`config.mk`:
```
export PLATFORM = sky130hd
export DESIGN_NAME = serial_sub_mux_flat
export DESIGN_NICKNAME = d
export VERILOG_FILES = /design/src/rtl/serial_sub_mux_if.sv /design/src/rtl/serial_sub_mux.sv /design/src/flat_wrapper.sv
export SDC_FILE = /design/constraint.sdc
export NUM_CORES = 1
export LEC_CHECK = 0
export BUFFER_PORTS_ARGS = -buffer_cell sky130_fd_sc_hd__buf_2
export CELL_PAD_IN_SITES_DETAIL_PLACEMENT = 1
export CELL_PAD_IN_SITES_GLOBAL_PLACEMENT = 1
export CORE_ASPECT_RATIO = 0.9
export CORE_MARGIN = 2
export CORE_UTILIZATION = 48
export CTS_BUF_LIST = sky130_fd_sc_hd__clkbuf_4
export DETAILED_ROUTE_END_ITERATION = 12
export PLACE_DENSITY = 0.93
export SLEW_MARGIN = 20
export SYNTH_ARGS = -nofsm -noshare
export SYNTH_HDL_FRONTEND = slang
export SYNTH_SLANG_ARGS = --single-unit
```
`constraint.sdc`:
```
create_clock -name clk -period 2.2 [get_ports clk]
set_input_delay 0.22 -clock clk [delete_from_list [all_inputs] [get_ports clk]]
set_output_delay 0.22 -clock clk [all_outputs]
set_load 0.02 [all_outputs]
```
`src/rtl/serial_sub_mux_if.sv`:
```
// Purpose : operand/result bundle for the bit-serial subtractor (start/busy/done framing).
// Latency : n/a (wiring only).
// Backpressure: none; the requester observes busy and waits for done.
// Ports   : start, a, b, bin (requester -> subtractor); busy, done, diff, bout (subtractor -> requester).
interface serial_sub_mux_if #(
    parameter int WIDTH = 8
);
    logic             start;
    logic [WIDTH-1:0] a;
    logic [WIDTH-1:0] b;
    logic             bin;
    logic             busy;
    logic             done;
    logic [WIDTH-1:0] diff;
    logic             bout;

    modport master (
        output start, a, b, bin,
        input  busy, done, diff, bout
    );

    modport slave (
        input  start, a, b, bin,
        output busy, done, diff, bout
    );
endinterface

```
`src/rtl/serial_sub_mux.sv`:
```
// Purpose : bit-serial a - b - bin, LSB first, one full-subtractor cell built from two 4:1 muxes.
// Latency : WIDTH edges from the accepting edge to the done pulse (WIDTH+1 cycles incl. the start cycle).
// Backpressure: start is only sampled in IDLE; a start during RUN is dropped, never queued.
// Ports   : clk, rst_n (async, active-low); bus = slave side of serial_sub_mux_if
//           (start/a/b/bin in, busy/done/diff/bout out). diff/bout hold until the next completion.
module serial_sub_mux #(
    parameter int WIDTH = 8
) (
    input  logic               clk,
    input  logic               rst_n,
    serial_sub_mux_if.slave    bus
);
    localparam int            CW   = $clog2(WIDTH);
    localparam logic [CW-1:0] LAST = CW'(WIDTH - 1);

    typedef enum logic {
        IDLE = 1'b0,
        RUN  = 1'b1
    } state_t;

    state_t           state;
    state_t           state_nxt;

    logic [WIDTH-1:0] sa;
    logic [WIDTH-1:0] sb;
    logic [WIDTH-1:0] work;
    logic [WIDTH-1:0] diff_q;
    logic [CW-1:0]    cnt;
    logic             br;
    logic             bout_q;
    logic             done_q;

    logic             d_bit;
    logic             b_bit;
    logic             last;

    // Full-subtractor cell: both outputs are 4:1 muxes selected by the current operand bits.
    always_comb begin
        d_bit = br;
        b_bit = br;
        case ({sa[0], sb[0]})
            2'b00: begin d_bit = br;  b_bit = br;   end
            2'b01: begin d_bit = ~br; b_bit = 1'b1; end
            2'b10: begin d_bit = ~br; b_bit = 1'b0; end
            default: begin d_bit = br; b_bit = br;  end
        endcase
    end

    assign last = (cnt == LAST);

    always_comb begin
        state_nxt = state;
        case (state)
            IDLE:    if (bus.start) state_nxt = RUN;
            RUN:     if (last)      state_nxt = IDLE;
            default: state_nxt = IDLE;
        endcase
    end

    always_ff @(posedge clk or negedge rst_n) begin
        if (!rst_n) begin
            state <= IDLE;
        end else begin
            state <= state_nxt;
        end
    end

    always_ff @(posedge clk or negedge rst_n) begin
        if (!rst_n) begin
            sa     <= '0;
            sb     <= '0;
            br     <= 1'b0;
            cnt    <= '0;
            work   <= '0;
            diff_q <= '0;
            bout_q <= 1'b0;
            done_q <= 1'b0;
        end else begin
            done_q <= 1'b0;
            case (state)
                IDLE: begin
                    if (bus.start) begin
                        sa   <= bus.a;
                        sb   <= bus.b;
                        br   <= bus.bin;
                        cnt  <= '0;
                        work <= '0;
                    end
                end
                RUN: begin
                    // Result bits enter at the MSB so that after WIDTH shifts bit 0 sits at the LSB.
                    work <= {d_bit, work[WIDTH-1:1]};
                    sa   <= sa >> 1;
                    sb   <= sb >> 1;
                    br   <= b_bit;
                    cnt  <= cnt + 1'b1;
                    if (last) begin
                        diff_q <= {d_bit, work[WIDTH-1:1]};
                        bout_q <= b_bit;
                        done_q <= 1'b1;
                    end
                end
                default: ;
            endcase
        end
    end

    assign bus.busy = (state == RUN);
    assign bus.done = done_q;
    assign bus.diff = diff_q;
    assign bus.bout = bout_q;
endmodule

```
`src/flat_wrapper.sv`:
```
// flat-port wrapper written by rule: the top's interface ports become plain ports
module serial_sub_mux_flat 
#(
    parameter int WIDTH = 8
)
  (clk, rst_n, bus_start, bus_a, bus_b, bus_bin, bus_busy, bus_done, bus_diff, bus_bout);
  serial_sub_mux_if #(.WIDTH(WIDTH)) bus_i ();
  input  logic clk;
  input  logic rst_n;
  input wire logic [$bits(bus_i.start)-1:0] bus_start;
  input wire logic [$bits(bus_i.a)-1:0] bus_a;
  input wire logic [$bits(bus_i.b)-1:0] bus_b;
  input wire logic [$bits(bus_i.bin)-1:0] bus_bin;
  output wire logic [$bits(bus_i.busy)-1:0] bus_busy;
  output wire logic [$bits(bus_i.done)-1:0] bus_done;
  output wire logic [$bits(bus_i.diff)-1:0] bus_diff;
  output wire logic [$bits(bus_i.bout)-1:0] bus_bout;
  assign bus_i.start = bus_start;
  assign bus_i.a = bus_a;
  assign bus_i.b = bus_b;
  assign bus_i.bin = bus_bin;
  assign bus_busy = bus_i.busy;
  assign bus_done = bus_i.done;
  assign bus_diff = bus_i.diff;
  assign bus_bout = bus_i.bout;
  serial_sub_mux #(.WIDTH(WIDTH)) u_core (.clk(clk), .rst_n(rst_n), .bus(bus_i));
endmodule
```
==> results_tabular.tex <==
\begin{tabular}{lr}
\hline
Metric & Value \\
\hline
\multicolumn{2}{l}{\textbf{Run status}} \\
\quad Result of the run & finished clean \\
\multicolumn{2}{l}{\textbf{Route}} \\
\quad First-pass iteration count of the detailed router & 4 \\
\quad ANT nets after route & 0 \\
\quad Total via count in the routed design & about 1100 \\
\quad Drt first-iter violations & 36 \\
\quad Mean routed wirelength per cell & around 16 µm \\
\quad Routed via count divided by cell count & about 5.3 \\
\quad Residual DRC count & 0 \\
\quad Total wire length & 3.26 mm \\
\multicolumn{2}{l}{\textbf{Yosys}} \\
\quad Most instantiated library cell after synthesis & sky130\_fd\_sc\_hd\_\_dfrtp\_1 \\
\quad Share of the yosys chip area belonging to registers & 0.588 \\
\quad Portion of netlist area occupied by mux cells & 0.174 \\
\quad Main combinational cell family by area after synthesis & multiplexers \\
\quad Number of warnings printed during yosys synthesis & 0 \\
\quad Xor and xnor fraction of the mapped netlist area & 0 \\
\quad Number of enable-type register cells in the synthesized netlist & 0 \\
\quad Cell type contributing the most total cell area after synthesis & sky130\_fd\_sc\_hd\_\_dfrtp\_1 \\
\quad Most used DFF post-synth & sky130\_fd\_sc\_hd\_\_dfrtp\_1 \\
\quad Count of mapped cells out of synthesis & roughly 130 \\
\quad Simple-gate share of the synthesized area & 0.0742 \\
\quad Register bit count reported by yosys & 38 \\
\quad Synthesized netlist net count & 155 \\
\quad Arithmetic-cell share of the synthesized area counting full adders, half adders and majority gates & 0.0278 \\
\quad Synthesized-area fraction occupied by ao, oa, aoi and oai cells & 0.0889 \\
\quad Syn Std Cell Area & around 1600 µm² \\
\quad Distinct cell type count of the synthesized netlist & 18 \\
\quad Dominant cells by area after synthesis & sky130\_fd\_sc\_hd\_\_dfrtp\_1, sky130\_fd\_sc\_hd\_\_mux2i\_1, sky130\_fd\_sc\_hd\_\_mux2\_2 \\
\quad Top cell type's share of synthesized area & 0.588 \\
\quad Mean instance size in the synthesized netlist & $\sim$12 µm² \\
\quad Share of synthesized registers carrying an async set or reset & 1.00 \\
\quad Top cell types by occurrence after synthesis & sky130\_fd\_sc\_hd\_\_dfrtp\_1, sky130\_fd\_sc\_hd\_\_nand2\_1, sky130\_fd\_sc\_hd\_\_o21ai\_0, sky130\_fd\_sc\_hd\_\_mux2i\_1, sky130\_fd\_sc\_hd\_\_mux2\_2 \\
\multicolumn{2}{l}{\textbf{Pwr}} \\
\quad VDD IR max & between 0.6 and 0.7 mV \\
\quad Cell Pwr Density & around 1400 nW/µm² \\
\quad Standby leakage power & between 0.9 and 1 nW \\
\multicolumn{2}{l}{\textbf{GRT}} \\
\quad Global-route wire length before repair & approximately 5.5 mm \\
\quad Maximum number of pins on one net before global-route repair & 39 \\
\quad Via count of the first global-routing pass & about 1200 \\
\quad Antenna violations before repair & 0 \\
\quad Total track usage & 0.198 \\
\quad Final global-route overflow total & 0 \\
\multicolumn{2}{l}{\textbf{Timing}} \\
\quad Final setup TNS & 0 ps \\
\quad Max Freq & 644 MHz \\
\quad Setup repair after global routing missed its margin & no \\
\quad Number of endpoints failing setup at the final stage & 0 \\
\quad Final clock period utilization by the worst path & 0.706 \\
\quad Slew of the pin with the lowest slew margin & roughly 800 ps \\
\quad Final period demand of the worst path & approximately 1600 ps \\
\quad Worst slew margin relative to its limit & 0.460 \\
\quad Final hold violation count & 0 \\
\quad Max Clock Skew & 6.98 ps \\
\quad Post-route worst hold slack & between 100 and 150 ps \\
\quad Final Max Tran Viols & 0 \\
\multicolumn{2}{l}{\textbf{Place}} \\
\quad Final weighted congestion of routability-driven global placement & between 0.7 and 0.8 \\
\quad Hpwl dp & about 2.3 mm \\
\quad Number of buffer cells added on primary ports & 30 \\
\multicolumn{2}{l}{\textbf{Setup path}} \\
\quad Startpoint Class & flip-flop \\
\quad Endpoint class of the critical path & flip-flop \\
\quad Cell type with the highest occurrence count on the critical path & sky130\_fd\_sc\_hd\_\_ha\_1 \\
\quad Maximum net fanout on the critical path & 10 \\
\quad Largest stage delay, worst path & 430 ps \\
\quad Startpoint-to-endpoint class of the critical path & reg2reg \\
\quad Buffers \& Inverters on Critical Path & 0 \\
\quad Worst-path cell with the longest stage delay & sky130\_fd\_sc\_hd\_\_dfrtp\_1 \\
\quad Arrival time worst endpoint & $\sim$1800 ps \\
\quad Crit path cell chain & ha\_1 > ha\_1 > nand2\_2 > mux2\_2 \\
\quad Family with the most delay on the worst path & adder cells \\
\quad Required time worst endpoint & $\sim$2500 ps \\
\multicolumn{2}{l}{\textbf{Final layout}} \\
\quad Synth-to-layout area growth & 14.8\% \\
\quad Diode insertion count for antenna repair & 0 \\
\quad Filler cell count & between 300 and 400 \\
\quad Number of nets in the finished design & approximately 190 \\
\quad Share of layout cells above drive strength 1 & 0.303 \\
\multicolumn{2}{l}{\textbf{Clock tree}} \\
\quad TritonCTS clock tree & built \\
\quad Maximum count of clock buffers along a single path & 2 \\
\quad Clock-pin slew reported for the worst setup and hold paths after clock tree synthesis & $\sim$110 ps \\
\quad Worst skew pair latency & about 360 ps \\
\quad Total of cells resized after clock tree synthesis & 0 \\
\quad Sinks on Clock Net & 38 \\
\quad CTS root buf & sky130\_fd\_sc\_hd\_\_clkbuf\_4 \\
\quad Total clock buffers created by CTS & 5 \\
\quad Number of levels the H-tree was split into & 2 \\
\multicolumn{2}{l}{\textbf{Min path}} \\
\quad Hold Crit Class & in2reg \\
\multicolumn{2}{l}{\textbf{Floorplan}} \\
\quad Die Outline Area & 3850 µm² \\
\quad Chip Width & about 65 µm \\
\quad Row Count & 19 \\
\quad Placeable Area & 3140 µm² \\
\quad Die Height & around 60 µm \\
\quad Initial Utilization & 0.516 \\
\quad Top-level I/O count & 31 \\
\multicolumn{2}{l}{\textbf{Flow run}} \\
\quad Max-capacitance violation count & 0 \\
\hline
\end{tabular}
==> cell usage in the layout, fill, tap and decap left out <==
cell                            instances
sky130_fd_sc_hd__a21oi_1                1
sky130_fd_sc_hd__a22o_1                 5
sky130_fd_sc_hd__buf_2                 30
sky130_fd_sc_hd__buf_4                  2
sky130_fd_sc_hd__bufinv_16              1
sky130_fd_sc_hd__clkbuf_4               5
sky130_fd_sc_hd__clkinv_2               2
sky130_fd_sc_hd__dfrtp_1               38
sky130_fd_sc_hd__dlygate4sd3_1          1
sky130_fd_sc_hd__fa_1                   1
sky130_fd_sc_hd__ha_1                   2
sky130_fd_sc_hd__inv_1                  3
sky130_fd_sc_hd__mux2_2                 9
sky130_fd_sc_hd__mux2i_1               18
sky130_fd_sc_hd__nand2_1               19
sky130_fd_sc_hd__nand2_2                1
sky130_fd_sc_hd__nand2b_1               5
sky130_fd_sc_hd__nor2_1                 3
sky130_fd_sc_hd__o21ai_0               19
==> timing repair <==
item / in CTS / in global routing
hold endpoints to repair: 38 / 0
hold buffers: 1 / 0
setup buffers: 0 / 0
==> cell families after synthesis <==
family / count (synthesis)
flops: 38
simple gates: 28
mux: 27
compound gates: 25
buf+inv: 11
fa+ha+maj: 3
==> final cells by class <==
class	instances	area, µm²	share of cell area
clock buffers	5	37.5	0.0202
well taps	42	52.6	0.0283
repair buffers	33	175	0.0943
flip-flops and latches	38	951	0.512
multi-input cells	83	591	0.318
inverters	3	11.3	0.00606
clock inverters	3	40.0	0.0215
==> worst register-to-register path: stages, from the launching register on <==
cell and delay (ps):
sky130_fd_sc_hd__dfrtp_1 430, sky130_fd_sc_hd__ha_1 220, sky130_fd_sc_hd__ha_1 220, sky130_fd_sc_hd__nand2_2 220, sky130_fd_sc_hd__mux2_2 370
==> worst paths after layout <==
check	startpoint	slack (ps)	cells past startpoint	to
setup / recovery	u_core.cnt[0]	650	4	u_core.bus.diff[2]
hold reg to reg	u_core.sa[1]	510	2	u_core.sa[0]
max in group asynchronous	rst_n	1210	2	u_core.bus.diff[2]
hold / removal	bus_b[7]	130	3	u_core.sb[7]
setup reg to reg	u_core.cnt[0]	650	4	u_core.bus.diff[2]
min in group asynchronous	rst_n	480	2	u_core.sa[5]
==> power breakdown <==
part           internal (mW)  switching, mW
logic                  0.416          0.518
clock network          0.235          0.237
registers              0.990          0.188
==> routing by layer <==
metal	vias up	global-route usage	part of all wire
li1	513	-	-
met1	548	0.225	0.40
met2	20	0.351	0.54
met3	6	0.0627	0.043
met4	0	0.0714	0.018
met5	-	0	0
==> registers in the layout, summed over array words and instances, names as in the netlist <==
name             count
u_core.bus.busy      1
u_core.bus.diff      8
u_core.sa            8
u_core.sb            8
u_core.bus.done      1
u_core.bus.bout      1
u_core.cnt           3
u_core.br            1
u_core.work          7
==> stage by stage <==
stage	utilization	cells	instance area, µm²	setup WS (ps)	power, mW
after global placement	0.564	198	1770	754	2.02
after CTS	0.592	207	1860	626	2.62
after detailed placement	0.564	198	1770	661	2.13
after floorplan	-	132	1620	812	1.83
final	0.592	207	1860	647	2.59
after global routing	0.592	207	1860	555	2.78
Power figures use the tool's default switching activity.
